`config.mk`:
```
export PLATFORM = sky130hd
export DESIGN_NAME = collective_instr_gen
export DESIGN_NICKNAME = d
export VERILOG_FILES = /design/src/rtl/collective_pkg.sv /design/src/rtl/collective_instr_gen_tables.sv /design/src/rtl/collective_instr_gen.sv
export SDC_FILE = /design/constraint.sdc
export NUM_CORES = 1
export LEC_CHECK = 0
export BUFFER_PORTS_ARGS = -buffer_cell sky130_fd_sc_hd__buf_2
export CORE_MARGIN = 10
export CORE_UTILIZATION = 50
export CTS_BUF_LIST = sky130_fd_sc_hd__clkbuf_16
export DETAILED_ROUTE_END_ITERATION = 6
export PLACE_DENSITY = 0.84
export SLEW_MARGIN = 20
export SYNTH_ARGS = -nofsm -noshare
export SYNTH_HDL_FRONTEND = slang
export SYNTH_SLANG_ARGS = --single-unit
```
`constraint.sdc`:
```
create_clock -name clk -period 3.4 [get_ports clk]
set_input_delay 0.51 -clock clk [delete_from_list [all_inputs] [get_ports clk]]
set_output_delay 0.51 -clock clk [all_outputs]
set_load 0.005 [all_outputs]
```
`src/rtl/collective_pkg.sv`:
```
// Shared definitions for the collective instruction generator:
// flit field positions, algorithm encodings, FSM states and
// communicator-entry field offsets.
package collective_pkg;

  // Input flit layout (73 bits); the output flit prepends the children count.
  localparam int FLIT_W      = 73;
  localparam int CHILD_W     = 3;
  localparam int OUT_W       = FLIT_W + CHILD_W;
  localparam int RANK_W      = 9;

  localparam int PAYLOAD_LSB = 0;
  localparam int PAYLOAD_W   = 32;
  localparam int OP_LSB      = 32;
  localparam int OP_W        = 4;
  localparam int ALG_LSB     = 36;
  localparam int ALG_W       = 2;
  localparam int TAG_LSB     = 38;
  localparam int TAG_W       = 8;
  localparam int CTX_LSB     = 46;
  localparam int CTX_W       = 8;
  localparam int SRC_LSB     = 54;
  localparam int DST_LSB     = 63;
  localparam int DST_W       = 9;
  localparam int VALID_BIT   = 72;
  localparam int CHILD_LSB   = 73;

  typedef enum logic [1:0] {
    ALG_UPTREE   = 2'd0,
    ALG_BCAST    = 2'd1,
    ALG_RING     = 2'd2,
    ALG_DOUBLING = 2'd3
  } alg_t;

  typedef enum logic [1:0] {
    IDLE   = 2'd0,
    LOOKUP = 2'd1,
    SEND   = 2'd2
  } state_t;

  // Communicator entry: local_rank | children | lg_commsize | slot[mc-1..0]
  localparam int SLOT_W       = 9;
  localparam int LGC_W        = 4;
  localparam int CE_CHILD_W   = 3;
  localparam int LOCAL_RANK_W = 9;

  function automatic int lgc_lsb(input int mc);
    return SLOT_W * mc;
  endfunction

  function automatic int ce_child_lsb(input int mc);
    return SLOT_W * mc + LGC_W;
  endfunction

  function automatic int local_rank_lsb(input int mc);
    return SLOT_W * mc + LGC_W + CE_CHILD_W;
  endfunction

endpackage

```
`src/rtl/collective_instr_gen_tables.sv`:
```
// Runtime-programmable rank table and communicator table.
// One synchronous write port shared by both, combinational read ports.
module coll_tables
  import collective_pkg::*;
#(
  parameter int lg_numprocs    = 3,
  parameter int CommTableSize  = 4,
  parameter int CommTableWidth = 43,
  parameter int CtAddrW        = (CommTableSize > 1) ? $clog2(CommTableSize) : 1
) (
  input  logic                      clk,
  input  logic                      rst,
  input  logic                      we,
  input  logic                      sel,
  input  logic [7:0]                addr,
  input  logic [CommTableWidth-1:0] wdata,
  input  logic [lg_numprocs-1:0]    rank_raddr,
  output logic [RANK_W-1:0]         rank_rdata,
  input  logic [CtAddrW-1:0]        comm_raddr,
  output logic [CommTableWidth-1:0] comm_rdata
);

  localparam int NUM_PROCS = 1 << lg_numprocs;
  localparam logic [8:0] CT_LIMIT = 9'(CommTableSize);

  logic [RANK_W-1:0]         rank_tbl [NUM_PROCS];
  logic [CommTableWidth-1:0] comm_tbl [CommTableSize];

  // Table storage: cleared on reset, written whenever the strobe is high.
  always_ff @(posedge clk) begin
    if (rst) begin
      for (int i = 0; i < NUM_PROCS; i++) rank_tbl[i] <= '0;
      for (int i = 0; i < CommTableSize; i++) comm_tbl[i] <= '0;
    end else if (we) begin
      if (!sel) begin
        rank_tbl[addr[lg_numprocs-1:0]] <= wdata[RANK_W-1:0];
      end else if ({1'b0, addr} < CT_LIMIT) begin
        comm_tbl[CtAddrW'(addr)] <= wdata;
      end
    end
  end

  assign rank_rdata = rank_tbl[rank_raddr];
  assign comm_rdata = comm_tbl[comm_raddr];

endmodule

```
`src/rtl/collective_instr_gen.sv`:
```
// Collective instruction generator: turns one collective instruction
// flit into 1..MaxChildren routed flits using the communicator and
// rank tables.
//
// state  | meaning
// IDLE   | ready for an instruction; bad context pulses err_ctx
// LOOKUP | snapshot comm entry, work out flit count and start slot
// SEND   | present flits one at a time, advance on out_ready
module collective_instr_gen
  import collective_pkg::*;
#(
  parameter int         lg_numprocs    = 3,
  parameter int         MaxChildren    = 3,
  parameter int         CommTableSize  = 4,
  parameter int         rank           = 0,
  parameter int         root           = 0,
  parameter logic [2:0] rank_z         = 3'd0,
  parameter logic [2:0] rank_y         = 3'd0,
  parameter logic [2:0] rank_x         = 3'd0,
  parameter int         FlitWidth      = 73,
  parameter int         ChildrenWidth  = 3,
  parameter int         CommTableWidth = 9 * MaxChildren + 16
) (
  input  logic                              clk,
  input  logic                              rst,
  input  logic [FlitWidth-1:0]              packetIn,
  output logic                              in_ready,
  output logic [FlitWidth+ChildrenWidth-1:0] packetOut,
  input  logic                              out_ready,
  input  logic                              tbl_we,
  input  logic                              tbl_sel,
  input  logic [7:0]                        tbl_addr,
  input  logic [CommTableWidth-1:0]         tbl_wdata,
  output logic                              err_ctx
);

  localparam int NUM_PROCS = 1 << lg_numprocs;
  localparam int CT_AW     = (CommTableSize > 1) ? $clog2(CommTableSize) : 1;
  localparam int CNT_W     = $clog2(MaxChildren + 1);
  localparam int SI_W      = (MaxChildren > 1) ? $clog2(MaxChildren) : 1;
  localparam int LGC_LSB   = lgc_lsb(MaxChildren);
  localparam int CH_LSB    = ce_child_lsb(MaxChildren);
  localparam int LR_LSB    = local_rank_lsb(MaxChildren);
  localparam int SLOTS_W   = SLOT_W * MaxChildren;
  localparam int PO_W      = FlitWidth + ChildrenWidth;
  localparam logic [8:0] CT_LIMIT = 9'(CommTableSize);
  localparam bit IS_ROOT   = (rank == root);
  localparam bit IS_LAST   = (rank == NUM_PROCS - 1);

  state_t                   state, state_nxt;
  logic [DST_LSB-1:0]       flit_q, flit_nxt;
  logic [SLOTS_W-1:0]       slots_q, slots_nxt;
  logic [ChildrenWidth-1:0] children_q, children_nxt;
  logic [CNT_W-1:0]         num_out_q, num_out_nxt;
  logic [CNT_W-1:0]         cnt_q, cnt_nxt, sel_cnt;
  logic [SI_W-1:0]          start_q, start_nxt, start_calc, slot_idx;
  logic                     use_own_q, use_own_nxt;
  logic                     use_root_q, use_root_nxt;
  logic [PO_W-1:0]          pkt_q, pkt_nxt, next_flit;
  logic                     err_q, err_nxt;

  logic [CT_AW-1:0]          comm_raddr;
  logic [CommTableWidth-1:0] comm_rdata;
  logic [lg_numprocs-1:0]    rank_raddr;
  logic [RANK_W-1:0]         rank_rdata;

  logic [SLOT_W-1:0] slots [MaxChildren];
  logic [SLOT_W-1:0] slot_sel;
  logic [DST_W-1:0]  dst;
  logic [7:0]        idx_full;
  logic [4:0]        raw_num;
  logic [CNT_W-1:0]  num_calc;
  alg_t              alg;
  logic              unused_ok;

  coll_tables #(
    .lg_numprocs   (lg_numprocs),
    .CommTableSize (CommTableSize),
    .CommTableWidth(CommTableWidth),
    .CtAddrW       (CT_AW)
  ) u_tables (
    .clk       (clk),
    .rst       (rst),
    .we        (tbl_we),
    .sel       (tbl_sel),
    .addr      (tbl_addr),
    .wdata     (tbl_wdata),
    .rank_raddr(rank_raddr),
    .rank_rdata(rank_rdata),
    .comm_raddr(comm_raddr),
    .comm_rdata(comm_rdata)
  );

  assign alg        = alg_t'(flit_q[ALG_LSB +: ALG_W]);
  assign comm_raddr = CT_AW'(flit_q[CTX_LSB +: CTX_W]);
  assign unused_ok  = ^{packetIn[FlitWidth-2:DST_LSB], comm_rdata[LR_LSB +: LOCAL_RANK_W],
                        slot_sel[SLOT_W-1:lg_numprocs]};

  // Unpack the snapshotted neighbour slots for indexed access.
  always_comb begin
    for (int i = 0; i < MaxChildren; i++) slots[i] = slots_q[SLOT_W*i +: SLOT_W];
  end

  // Build the flit to present: the current one at the start of SEND, the
  // following one when the presented flit is being accepted. The rank
  // table is read at presentation time so later writes only reach later flits.
  always_comb begin
    sel_cnt    = pkt_q[VALID_BIT] ? cnt_q + CNT_W'(1) : cnt_q;
    idx_full   = 8'(start_q) + 8'(sel_cnt);
    slot_idx   = (idx_full < 8'(MaxChildren)) ? SI_W'(idx_full) : '0;
    slot_sel   = slots[slot_idx];
    rank_raddr = use_root_q ? lg_numprocs'(root) : slot_sel[lg_numprocs-1:0];
    dst        = use_own_q ? {rank_z, rank_y, rank_x} : rank_rdata;
    next_flit  = {children_q, 1'b1, dst, flit_q};
  end

  // Flit count and starting slot for the captured algorithm.
  always_comb begin
    raw_num    = '0;
    start_calc = '0;
    case (alg)
      ALG_UPTREE: begin
        raw_num    = 5'd1;
        start_calc = SI_W'(MaxChildren - 1);
      end
      ALG_BCAST:    raw_num = {2'b00, comm_rdata[CH_LSB +: CE_CHILD_W]};
      ALG_RING:     raw_num = 5'd1;
      ALG_DOUBLING: raw_num = {1'b0, comm_rdata[LGC_LSB +: LGC_W]};
      default:      raw_num = '0;
    endcase
    num_calc = (raw_num > 5'(MaxChildren)) ? CNT_W'(MaxChildren) : CNT_W'(raw_num);
  end

  // Next-state and datapath update logic.
  always_comb begin
    state_nxt    = state;
    flit_nxt     = flit_q;
    slots_nxt    = slots_q;
    children_nxt = children_q;
    num_out_nxt  = num_out_q;
    start_nxt    = start_q;
    use_own_nxt  = use_own_q;
    use_root_nxt = use_root_q;
    cnt_nxt      = cnt_q;
    pkt_nxt      = pkt_q;
    err_nxt      = 1'b0;
    case (state)
      IDLE: begin
        if (packetIn[VALID_BIT]) begin
          flit_nxt = packetIn[DST_LSB-1:0];
          if ({1'b0, packetIn[CTX_LSB +: CTX_W]} < CT_LIMIT) state_nxt = LOOKUP;
          else err_nxt = 1'b1;
        end
      end
      LOOKUP: begin
        slots_nxt    = comm_rdata[SLOTS_W-1:0];
        children_nxt = comm_rdata[CH_LSB +: ChildrenWidth];
        num_out_nxt  = num_calc;
        start_nxt    = start_calc;
        use_own_nxt  = IS_ROOT && (alg == ALG_UPTREE);
        use_root_nxt = IS_LAST && (alg == ALG_RING);
        cnt_nxt      = '0;
        state_nxt    = (num_calc == '0) ? IDLE : SEND;
      end
      SEND: begin
        if (!pkt_q[VALID_BIT]) begin
          pkt_nxt = next_flit;
        end else if (out_ready) begin
          if (cnt_q == num_out_q - CNT_W'(1)) begin
            pkt_nxt[VALID_BIT] = 1'b0;
            state_nxt          = IDLE;
          end else begin
            cnt_nxt = cnt_q + CNT_W'(1);
            pkt_nxt = next_flit;
          end
        end
      end
      default: state_nxt = IDLE;
    endcase
  end

  // State register.
  always_ff @(posedge clk) begin
    if (rst) state <= IDLE;
    else     state <= state_nxt;
  end

  // Datapath and output registers.
  always_ff @(posedge clk) begin
    if (rst) begin
      flit_q     <= '0;
      slots_q    <= '0;
      children_q <= '0;
      num_out_q  <= '0;
      start_q    <= '0;
      use_own_q  <= 1'b0;
      use_root_q <= 1'b0;
      cnt_q      <= '0;
      pkt_q      <= '0;
      err_q      <= 1'b0;
    end else begin
      flit_q     <= flit_nxt;
      slots_q    <= slots_nxt;
      children_q <= children_nxt;
      num_out_q  <= num_out_nxt;
      start_q    <= start_nxt;
      use_own_q  <= use_own_nxt;
      use_root_q <= use_root_nxt;
      cnt_q      <= cnt_nxt;
      pkt_q      <= pkt_nxt;
      err_q      <= err_nxt;
    end
  end

  assign in_ready  = (state == IDLE) && !rst;
  assign packetOut = pkt_q;
  assign err_ctx   = err_q;

endmodule

```
==> results.txt, run 1 <==
- The tool flagged a number of max-cap violations equal to 0.
- The critical path contains buffers and inverters numbering 0 combined.
- Most used flip-flop cell after synthesis: sky130_fd_sc_hd__dfxtp_1
- Type of origin of the critical path: flop
- Across the whole layout, storage elements account for 0.00731 sq mm.
- 1st-pass router iterations: 5
- Number of buffers created by CTS: 28
- Launch instance of the worst min-delay path: packetIn[43]
- Final slew viol count: 0
- Global routing consumed, over all layers together, 17.7% of the routing resources.
- EDFF count, synth: 136
* Clock slew at reported path FFs: 0.06 ns
- Vertical die dimension: 175 um
- Among all stages on the critical path, the largest delay is contributed by sky130_fd_sc_hd__nand4b_1.
- In this run, synthesis produced a sequential element count of 297.
* Routability congestion estimate: 0.790
- Multiplexer share of the synthesized area: 6.53%
* Peak clock frequency supported by timing: 360 MHz
- CTS Hold Buffers Added: 0
- Category of the worst setup path capture point: flop
* Placeable core region: 0.0235 sq mm
- Result of the run: completed
* Commonest non-fill, non-tap cells in the layout: sky130_fd_sc_hd__nand2_1, sky130_fd_sc_hd__buf_2, sky130_fd_sc_hd__dfxtp_1
* FP Rows: 56
* Final worst-path cycle share: 81.6%
- Distinct cell type count of the synthesized netlist: 56
* Kind of cell adding the most delay to the critical path: simple AND/OR/NAND/NOR gates
- The multi-input combinational cells in the finished layout cover a total of 0.00433 sq mm.
- Worst slew slack as a fraction of its limit: 31.0%
* Required time at the worst-slack endpoint: 3.86 ns
- Setup repair after global routing left no endpoint under its margin.
- The number of failing hold endpoints at the final stage came to 0.
- In the final routed layout, each cell accounts on average for 17.2 um.
- Setup total negative slack on the finished layout was measured at 0 ns.
- Summing the areas of all fa, ha and maj instances in the mapped netlist gives 0.105% of the synthesized area.
- Tracing the worst setup path back leads to its startpoint at cnt_q[0]$_SDFFE_PP0P_.
- Synthesis produced a netlist with a net count of 1,258.
- The clock arrives with 0.0187 ns of skew.
* Initial cell density of the core: 50.8%
- After Yosys synthesis, XOR and XNOR cells account for 0.377% of the synthesized area.
* Critical Path Fanout Max: 10
* Clock insertion delay at the later pin of the skew report: 0.55 ns
- Of the synthesized area, sequential elements account for 61.2%.
- The floorplan step defined a die boundary enclosing 0.0305 sq mm.
- Residual antenna-violating net count after detailed routing: 0
- Area added between synthesis and finish: 17.6%
- Summing every instance area after synthesis gives 0.0119 sq mm.
* Ys async rst share: 0%
- Entering global routing, the biggest net connects 104 pins.
- In the final design database the tool counted 1,419 nets.
* Total congestion overflow: 0
- After detailed routing, the total wire length is 28.0 mm.
* # resized after CTS: 0
- Cells with a size suffix above 1 make up 21.5% of the layout.
- Worst EP arrival: 3.23 ns
- The worst hold path belongs to the class input port to flop.
- Chip width: 175 um
- In the synthesized netlist, the number of instances is 1,128.
- TritonCTS built the clock tree.
- Area fraction in compound gates after synthesis: 9.01%
- Vias in the first global route: 8,829
- At the pin with the least slew margin, the transition time is 1.04 ns.
* Avg Vias per Cell: 5.29
* Via count of the routed design: 8,635
* TritonCTS sink count: 297
* First-pass GRT wire length: 44.4 mm
* Most common library cell in the layout ignoring fill and taps: sky130_fd_sc_hd__nand2_1
- Summing internal, switching and leakage power gives 7.27 mW.
- Each instance of the synthesized netlist takes up on average 10.6 sq um.
- Number of DRC violations after detailed-routing iteration 0: 686
- Ys Warns: 0
* Category of the most critical setup path: flop to flop
- By area, the combinational part of the netlist is dominated by simple AND/OR/NAND/NOR gates.
- Quantity of I/O buffers inserted on ports: 176
- Count of filler cells inserted in the layout: 1,843
- Crit path time final: 2.78 ns
- Number of stages on the worst hold path: 3
- The signal on the critical path passes through nand2_1, xnor2_1, ha_1, or3b_1, mux2i_1, a221o_1, nand4b_1, a2bb2oi_1, o211ai_1.
- The number of setup buffers added after CTS is 0.
- Ratio of total power to cell area: 518 mW/mm^2
- CTS built an H-tree with a depth of 1.
* Leakage power figure: 5.57 nW
* Setup violations, final: 0
- Summed over all nets, the half-perimeter wirelength after detailed placement is 18.8 mm.
- Maximum clock insertion buffer count: 3
- Measured in cells, the most critical reg-to-reg path has a length of 9.
* Number of antenna violations at the first check in global routing: 2
* Top Ports: 207
- Maximum vdd drop: 0.360 mV
- The worst register-to-register path begins at cnt_q[0]$_SDFFE_PP0P_.
- Max stage delay on crit path: 0.49 ns
- In the routed design, unresolved DRC markers number 0.
* Simple-gate share of the synthesized area: 20.0%
* Total stage count of the critical path: 9
- CTS placed an instance of sky130_fd_sc_hd__clkbuf_16 at the clock tree root.
synth_stat cells, drive strengths merged (7+ instances only):
cell    number  area, sq um
a21oi      147          736
a22oi        8         60.1
and2       137          857
buf         18          114
clkbuf      51          191
dfxtp      161         3220
edfxtp     136         4080
mux2        11          124
mux2i       34          340
mux4        14          315
nand2      295         1110
nand2b       7         43.8
nor2        23         86.3
nor3         9         50.1
o211ai       9         67.6
o22a         8         70.1
final timing paths:
kind                                              endpoint  slack, ns
worst min register to register   packetOut[1]$_SDFFE_PP0P_       0.45
worst min-delay path               flit_q[43]$_SDFFE_PP0P_       0.19
worst max register to register  packetOut[64]$_SDFFE_PP0P_       0.62
worst max-delay path            packetOut[64]$_SDFFE_PP0P_       0.62
worst reg2reg max path, cell delays in order, from the launching register on:
cell	delay [ns]
sky130_fd_sc_hd__dfxtp_1	0.34
sky130_fd_sc_hd__nand2_1	0.07
sky130_fd_sc_hd__xnor2_1	0.13
sky130_fd_sc_hd__ha_1	0.44
sky130_fd_sc_hd__or3b_1	0.39
sky130_fd_sc_hd__mux2i_1	0.14
sky130_fd_sc_hd__a221o_1	0.27
sky130_fd_sc_hd__nand4b_1	0.49
sky130_fd_sc_hd__a2bb2oi_1	0.31
sky130_fd_sc_hd__o211ai_1	0.12
cells by family (layout without fill, tap and decap cells):
kind of cell / after synthesis / after routing
compound gates: 191 / 191
xor+xnor: 3 / 3
fa+ha+maj: 1 / 1
buf+inv: 75 / 258
flops: 297 / 297
mux: 59 / 59
other cells: 0 / 1
simple gates: 502 / 502
routing by layer:
metal	GRT usage [%]	vias to the layer above	routed length [um]
met2	31.4	256	14200
li1	-	4181	-
met3	4.05	51	1900
met1	20.3	4145	11200
met4	6.78	2	722
met5	0	-	17
final cells by class:
cell class | count | area share (%)
diodes | 1 | 0.0178
clock buffers | 29 | 5.17
clock inverters | 23 | 1.17
inverters | 6 | 0.161
multi-input cells | 756 | 30.9
flip-flops and latches | 297 | 52.1
well taps | 319 | 2.84
repair buffers | 200 | 7.67
flip-flops by register name, indices dropped and copies added, names as in the netlist, named ones only:
name,flops
u_tables.comm_tbl,64
slots_q,9
packetOut,76
cnt_q,2
use_own_q,1
flit_q,63
err_ctx,1
state,2
children_q,3
u_tables.rank_tbl,72
num_out_q,2
power by group:
| part | switching, mW | internal (mW) | leakage, nW |
|---|---|---|---|
| logic | 0.209 | 0.138 | 2.49 |
| clock network | 1.31 | 1.69 | 0.476 |
| registers | 0.0560 | 3.86 | 2.60 |
through the flow:
stage	hold WS [ns]	util (%)	cell area, sq um	cells	setup WS [ns]
6_report	0.188	59.8	14000	1631	0.624
5_1_grt	0.168	59.8	14000	1630	0.449
4_1_cts	0.161	59.8	14000	1630	0.610
3_5_place_dp	0.442	56.0	13100	1578	0.359
3_3_place_gp	0.435	56.0	13100	1578	0.474
2_1_floorplan	0.431	-	11900	1128	0.763
No activity file was read; power rests on OpenSTA's default activity.
==> run 2, diff against run 1 <==
--- a/config.mk
+++ b/config.mk
@@ -10,7 +10,7 @@
 export CORE_UTILIZATION = 50
 export CTS_BUF_LIST = sky130_fd_sc_hd__clkbuf_16
 export DETAILED_ROUTE_END_ITERATION = 6
-export PLACE_DENSITY = 0.84
+export PLACE_DENSITY = 0.87
 export SLEW_MARGIN = 20
 export SYNTH_ARGS = -nofsm -noshare
 export SYNTH_HDL_FRONTEND = slang
==> constraint.sdc (replaced) <==
create_clock -name clk -period 2.3 [get_ports clk]
set_input_delay 0.345 -clock clk [delete_from_list [all_inputs] [get_ports clk]]
set_output_delay 0.345 -clock clk [all_outputs]
set_load 0.005 [all_outputs]
==> run 2 against run 1 <==
  * The flow now finishes with violations (negative setup slack)
  * Count of clock-buffer cells in the layout grew 2
  * Combinational power is 58% higher
  * Setup slack lost 0.83 ns
  * Critical path type unchanged
==> results.txt, run 2 (synthesis results as in run 1) <==
- The die covers 0.0305 sq mm.
- The tool flagged a number of max-cap violations equal to 0.
- For the pin with the worst max-slew slack, the measured transition is 0.739 ns.
* Maximum number of pins on one net before global-route repair: 155
- In this run the vertical extent of the chip is 175 um.
- Setup slack on the critical path of the routed design comes to -0.203 ns.
- Along the worst path, the maximum fanout reaches 6.
- In the layout the commonest cells are sky130_fd_sc_hd__nand2_1, sky130_fd_sc_hd__buf_2, sky130_fd_sc_hd__dfxtp_1.
- Leaving out fill and tap cells, the most frequent cell in the layout is sky130_fd_sc_hd__nand2_1.
- Leakage power figure: 5.79 nW
* Final worst-path cycle share: 109%
* Capture point of the worst reg-to-reg path: packetOut[66]$_SDFFE_PP0P_
- The initial utilization of the core area, before any placement, comes to 50.8%.
- Pin placement for this block handled 207 I/O pins.
- Number of stages on the worst hold path: 3
- The later pin in the worst-skew pair is clocked with a latency of 0.55 ns.
* Category of the most critical setup path: flop to flop
* Crit path time final: 2.50 ns
* Residual antenna-violating net count after detailed routing: 0
* Placed Area: 0.0134 sq mm
* CTS tree: done
- Once detailed placement completed, the half-perimeter wirelength came to 19.0 mm.
* Required time at the worst-slack endpoint: 2.71 ns
- Summed over all nets, wire length on met2 after detailed routing comes to 15.3 mm.
- Avg Vias per Cell: 5.36
* Chip width: 175 um
- The total area inside the core boundary comes to 0.0235 sq mm.
- Area taken by multi-input logic gates: 0.00446 sq mm
- Kind of cell adding the most delay to the critical path: compound AO/OA/AOI/OAI gates
* Clock slew at reported path FFs: 0.06 ns
* Placed instance count: 1,602
- Share of cells above drive strength 1: 25.5%
- Number of DRC violations after detailed-routing iteration 0: 894
- For this design, the CTS-stage hold fixing added 0 buffers.
* Post-detailed-route DRC marker count: 0
- Kind of path behind the tightest hold check: input port to flop
- In this run, CTS created clock tree buffers numbering 29.
- Worst hold endpoint: flit_q[30]$_SDFFE_PP0P_
* Launch instance of the worst min-delay path: packetIn[30]
* Detail Route met3 WL: 2.14 mm
- IR analysis of the VDD net gives a maximum drop of 0.486 mV.
- For this run, the total global-route usage over all layers was measured as 18.6%.
- Summing all non-filler instances in the final layout gives an area of 0.0145 sq mm.
- STA classifies the critical path startpoint as a flop.
- The count of buffers added on input and output ports is 176.
- The run finished, with violations left.
- Buffers and inverters on the worst path: 4
- Via count of the routed design: 8,943
- FP Rows: 56
- Setup violations, final: 9
- The checks that failed: negative setup slack.
- The finished layout holds 1,668 standard cells, fillers aside.
* Wirelength per Cell: 18.1 um
- The via count of the first global-routing pass came to 8,967.
- Worst EP arrival: 2.91 ns
- Total power for the finished layout comes to 10.7 mW.
- The first detailed-routing pass took 5 iterations.
- Counting along the longest clock path gives a buffer depth of 3.
- The number of failing hold endpoints at the final stage came to 0.
- Number of nets at the end of the flow: 1,454
- Number of antenna violations at the first check in global routing: 3
* Category of the worst setup path capture point: flop
- The first global-routing pass estimated 46.7 mm of wire.
* Cell with the biggest individual delay on the critical path: sky130_fd_sc_hd__dfxtp_2
- Worst reg2reg path depth: 12
- Routed wire length: 30.1 mm
* Final slew viol count: 0
* Area added between synthesis and finish: 21.6%
- CTS built an H-tree with a depth of 1.
- Dividing total power by cell area gives a power density of 739 mW/mm^2.
- On the final layout, the worst clock skew is 0.00782 ns.
- Worst R2R Setup Slack: -0.20 ns
* Startpoint of the worst-slack reg-to-reg timing path: packetOut[72]$_SDFFE_PP0P_
- Count of filler cells inserted in the layout: 1,768
- Setup repair after global routing could not meet its margin everywhere.
* List of cells traversed by the critical path: nand2_2, xnor2_2, ha_4, inv_2, a21o_1, a221oi_4, buf_6, buf_12, buf_4, mux2i_2, o22a_1, o211ai_1
- Routability congestion estimate: 0.822
- Area of all sequential standard cells: 0.00731 sq mm
- Global routing finished with a remaining overflow of 0.
- Max reg flops: 76
- CTS placed an instance of sky130_fd_sc_hd__clkbuf_16 at the clock tree root.
* DRT met1 WL: 12.0 mm
- Top Layer Used: met5
- Worst slew slack as a fraction of its limit: 50.7%
- Max stage delay on crit path: 0.33 ns
* TritonCTS sink count: 297
- Peak clock frequency supported by timing: 399 MHz
## run 2: how the worst max path moves through the flow
stage	depth (start not counted)	slack, ns	end	from
6_report	12	-0.20	packetOut[66]$_SDFFE_PP0P_	packetOut[72]$_SDFFE_PP0P_
5_1_grt	12	-0.32	packetOut[66]$_SDFFE_PP0P_	packetOut[72]$_SDFFE_PP0P_
4_1_cts	11	-0.13	packetOut[71]$_SDFFE_PP0P_	cnt_q[0]$_SDFFE_PP0P_
3_5_place_dp	10	-0.22	packetOut[67]$_SDFFE_PP0P_	cnt_q[0]$_SDFFE_PP0P_
3_3_place_gp	10	-0.13	packetOut[64]$_SDFFE_PP0P_	cnt_q[0]$_SDFFE_PP0P_
2_1_floorplan	13	-0.13	packetOut[69]$_SDFFE_PP0P_	packetOut[72]$_SDFFE_PP0P_
## run 2: what timing repair did
item	4_1_cts	5_1_grt
pin swaps	18	14
resized for setup	30	10
endpoints found under the hold margin	0	0
buffers inserted	8	1
endpoints found under the setup margin	9	12
gates cloned	2	0
## run 2: where the power goes
part	leakage, nW	internal, mW	switching, mW
clock	0.465	2.42	1.97
combinational	2.72	0.222	0.324
sequential	2.60	5.71	0.0855
total	5.79	8.36	2.38
## run 2: per-layer routing
layer	track usage [%]	vias up
met5	0	-
li1	-	4248
met2	33.0	318
met1	22.2	4317
met4	6.15	2
met3	3.62	58
## run 2: worst register-to-register path: cells and delay by family, from the launching register on
| family | cells | cell delay, ns |
|---|---|---|
| AO/OA/AOI/OAI | 4 | 0.77 |
| adder cells (fa/ha/maj) | 1 | 0.33 |
| buffers and inverters | 4 | 0.47 |
| XOR/XNOR | 1 | 0.15 |
| AND/OR/NAND/NOR | 1 | 0.06 |
| flip-flops | 1 | 0.33 |
| multiplexers | 1 | 0.27 |
## run 2: final cells by class
class / instances / area share, %
Antenna cell: 2 / 0.0345
Clock buffer: 31 / 5.34
Clock inverter: 23 / 0.741
Inverter: 6 / 0.155
Multi-Input combinational cell: 756 / 30.7
Sequential cell: 297 / 50.3
Tap cell: 319 / 2.75
Timing Repair Buffer: 234 / 9.90
## run 2: per-stage QoR
stage	worst slack, ns	hold WS (ns)	utilization [%]	setup TNS, ns
after floorplan	-0.129	0.431	-	-0.788
after global placement	-0.130	0.435	57.0	-0.904
after detailed placement	-0.224	0.443	57.0	-1.64
after CTS	-0.126	0.0107	61.7	-1.04
after global routing	-0.315	0.0224	61.9	-2.40
final	-0.203	0.0337	61.9	-1.47
==> run 3, diff against run 2 <==
--- a/config.mk
+++ b/config.mk
@@ -10,6 +10,7 @@
 export CORE_UTILIZATION = 50
 export CTS_BUF_LIST = sky130_fd_sc_hd__clkbuf_16
 export DETAILED_ROUTE_END_ITERATION = 6
+export HOLD_SLACK_MARGIN = 0.08
 export PLACE_DENSITY = 0.87
 export SLEW_MARGIN = 20
 export SYNTH_ARGS = -nofsm -noshare
==> run 3 against run 2 <==
  * The flow still finishes with violations (negative setup slack)
  * Design area rose by 4.4%
  * Combinational power increased by 17%
  * Final cell count is 3.9% higher
  * Via count rose by 5.9%
  * Flip-flop and latch count unchanged
==> results.txt, run 3 (synthesis results as in run 1) <==
- Using the TritonRoute via totals, the vias-per-cell ratio works out to 5.47.
- Setup slack on the critical path of the routed design comes to -0.206 ns.
* Category of the most critical setup path: flop to flop
- Final worst-path cycle share: 109%
- CTS tree: done
- Peak clock frequency supported by timing: 399 MHz
- Number of DRC violations after detailed-routing iteration 0: 1,078
* Maximum clock insertion buffer count: 3
* Vias in the first global route: 9,575
* Placed Area: 0.0134 sq mm
- Setup repair after global routing could not meet its margin everywhere.
- The initial utilization of the core area, before any placement, comes to 50.8%.
- The initial antenna violation count came to 6.
- Die area: 0.0305 sq mm
- In the final timing run, aggregate negative setup slack is -1.49 ns.
- Clock slew at reported path FFs: 0.06 ns
* Clock insertion delay at the later pin of the skew report: 0.55 ns
* Number of nets at the end of the flow: 1,516
- Result of the run: finished with violations
* Cell with the biggest individual delay on the critical path: sky130_fd_sc_hd__nor4b_4
- Register share of total power: 53.5%
- Once layout is done, the placed cells without fillers occupy 0.0152 sq mm.
- For the finished layout, the period the worst path requires is 2.51 ns.
* Vertical die dimension: 175 um
* Quantity of I/O buffers inserted on ports: 176
* Leakage power figure: 6.05 nW
* Net switching power figure: 2.41 mW
* Most common library cell in the layout ignoring fill and taps: sky130_fd_sc_hd__nand2_1
- In this run the number of H-tree levels came out at 1.
* First-pass GRT wire length: 50.4 mm
* Worst slew slack as a fraction of its limit: 50.0%
- Wires add up to 32.5 mm.
- For this run the aggregate overflow at the end of global routing stands at 0.
- Total Power Consumption: 10.8 mW
- For the pin with the worst max-slew slack, the measured transition is 0.750 ns.
- The signal on the critical path passes through nand2_2, xnor2_2, ha_4, buf_6, buf_6, nor2b_4, mux2i_2, nand3_2, nor4b_4, buf_6, a22oi_1, o211ai_1.
* FP Rows: 56
- Final hold analysis gives a worst-case slack of 0.0878 ns.
* Maximum number of pins on one net before global-route repair: 155
* Half-perimeter wire length after placement: 19.0 mm
- Between clock sinks in the finished design, the worst skew comes to 0.0107 ns.
- Power share of the clock group: 40.6%
- Placeable core region: 0.0235 sq mm
* Worst EP arrival: 2.95 ns
- Max stage delay on crit path: 0.36 ns
* Critical Path Fanout Max: 8
- Sw Share: 22.2%
* Chip width: 175 um
* Area added between synthesis and finish: 27.0%
* Wirelength per Cell: 18.8 um
- The total count of max-transition violations in the final report came to 0.
* Master cell of the clock root buffer: sky130_fd_sc_hd__clkbuf_16
- The first detailed-routing pass ran for 5 iterations.
- Commonest non-fill, non-tap cells in the layout: sky130_fd_sc_hd__nand2_1, sky130_fd_sc_hd__buf_2, sky130_fd_sc_hd__dfxtp_1
- Combinational cells account for 5.9% of the total power.
* Final hold violation count: 0
* Maximum vdd drop: 0.484 mV
- Top Ports: 207
- The final reports fail on negative setup slack.
- Total track usage: 20.1%
- Of the cells placed in the final design, the portion with a size suffix greater than 1 is 24.4%.
- Category of the worst setup path capture point: flop
- Design internal power: 8.43 mW
* Routability congestion estimate: 0.822
- Setup violations, final: 9
* Required time at the worst-slack endpoint: 2.75 ns
- The tool flagged a number of max-cap violations equal to 0.
- Kind of path behind the tightest hold check: input port to flop
- TritonCTS sink count: 297
* Cell mode on critical path: sky130_fd_sc_hd__buf_6
- In this run the power density over the cells is 715 mW/mm^2.
- After detailed routing, the number of remaining DRC violations is 0.
- Residual antenna-violating net count after detailed routing: 0
- The register with the most flip-flops in the layout has 76 of them.
- Detailed routing inserted a total of 9,475 vias.
- The number of buffers and inverters on the critical path is 3.
- On the critical path the largest part of the delay comes from simple AND/OR/NAND/NOR gates.
- Number of buffers created by CTS: 29
- Fill cells in the final layout number 1,624.
- Type of origin of the critical path: flop
## run 3: cell count changes in the layout (fill, tap and decap cells not counted), sizes merged
cell         delta
dlygate4sd3    +62
diode           +3
## run 3: path summary, 6_finish.rpt
check / end / slack, ns / startpoint / depth (start not counted)
hold reg to reg: packetOut[18]$_SDFFE_PP0P_ / 0.45 / flit_q[18]$_SDFFE_PP0P_ / 2
setup / recovery: packetOut[70]$_SDFFE_PP0P_ / -0.21 / packetOut[72]$_SDFFE_PP0P_ / 12
setup reg to reg: packetOut[70]$_SDFFE_PP0P_ / -0.21 / packetOut[72]$_SDFFE_PP0P_ / 12
hold / removal: flit_q[22]$_SDFFE_PP0P_ / 0.09 / packetIn[22] / 3
## run 3: worst min-delay path: stages
cell and delay (ns):
sky130_fd_sc_hd__buf_2 0.10, sky130_fd_sc_hd__nand2_1 0.06, sky130_fd_sc_hd__a21oi_1 0.07
## run 3: metal layers
layer  wire length [um]  part of all wire (%)  GRT usage [%]
met5                  7                 0.022              0
met1              12600                    39           23.3
met2              16500                    51           35.6
met4               1100                   3.4           8.27
met3               2360                   7.3           3.97
## run 3: area by class of cell
cell class | count | area (sq um) | area share [%]
flip-flops and latches | 297 | 7310 | 48.2
multi-input cells | 756 | 4470 | 29.5
repair buffers | 296 | 2070 | 13.6
clock buffers | 31 | 776 | 5.12
well taps | 319 | 399 | 2.63
clock inverters | 23 | 108 | 0.710
inverters | 6 | 22.5 | 0.149
diodes | 5 | 12.5 | 0.0825
## run 3: per-stage QoR
| stage | cells | utilization (%) | setup slack (ns) |
|---|---|---|---|
| 2_1_floorplan | 1128 | - | -0.129 |
| 3_3_place_gp | 1602 | 57.0 | -0.130 |
| 3_5_place_dp | 1602 | 57.0 | -0.224 |
| 4_1_cts | 1728 | 64.4 | -0.126 |
| 5_1_grt | 1733 | 64.6 | -0.326 |
| 6_report | 1733 | 64.6 | -0.206 |
## run 3: power by group through the flow
stage                     Combinational (mW)  Clock [mW]  Sequential (mW)
after CTS                              0.622        4.43             5.79
after global placement                 0.507           0             5.89
after global routing                   0.693        4.65             5.82
after floorplan                        0.310           0             5.87
final                                  0.640        4.40             5.80
after detailed placement               0.526           0             5.91
## run 3: timing repair
item                       CTS  global route
hold buffers                62             0
gates cloned                 2             0
hold endpoints to repair    65             0
setup endpoints to repair    9            19
resized for setup           30            14
buffers inserted             8             1
pin swaps                   18            15
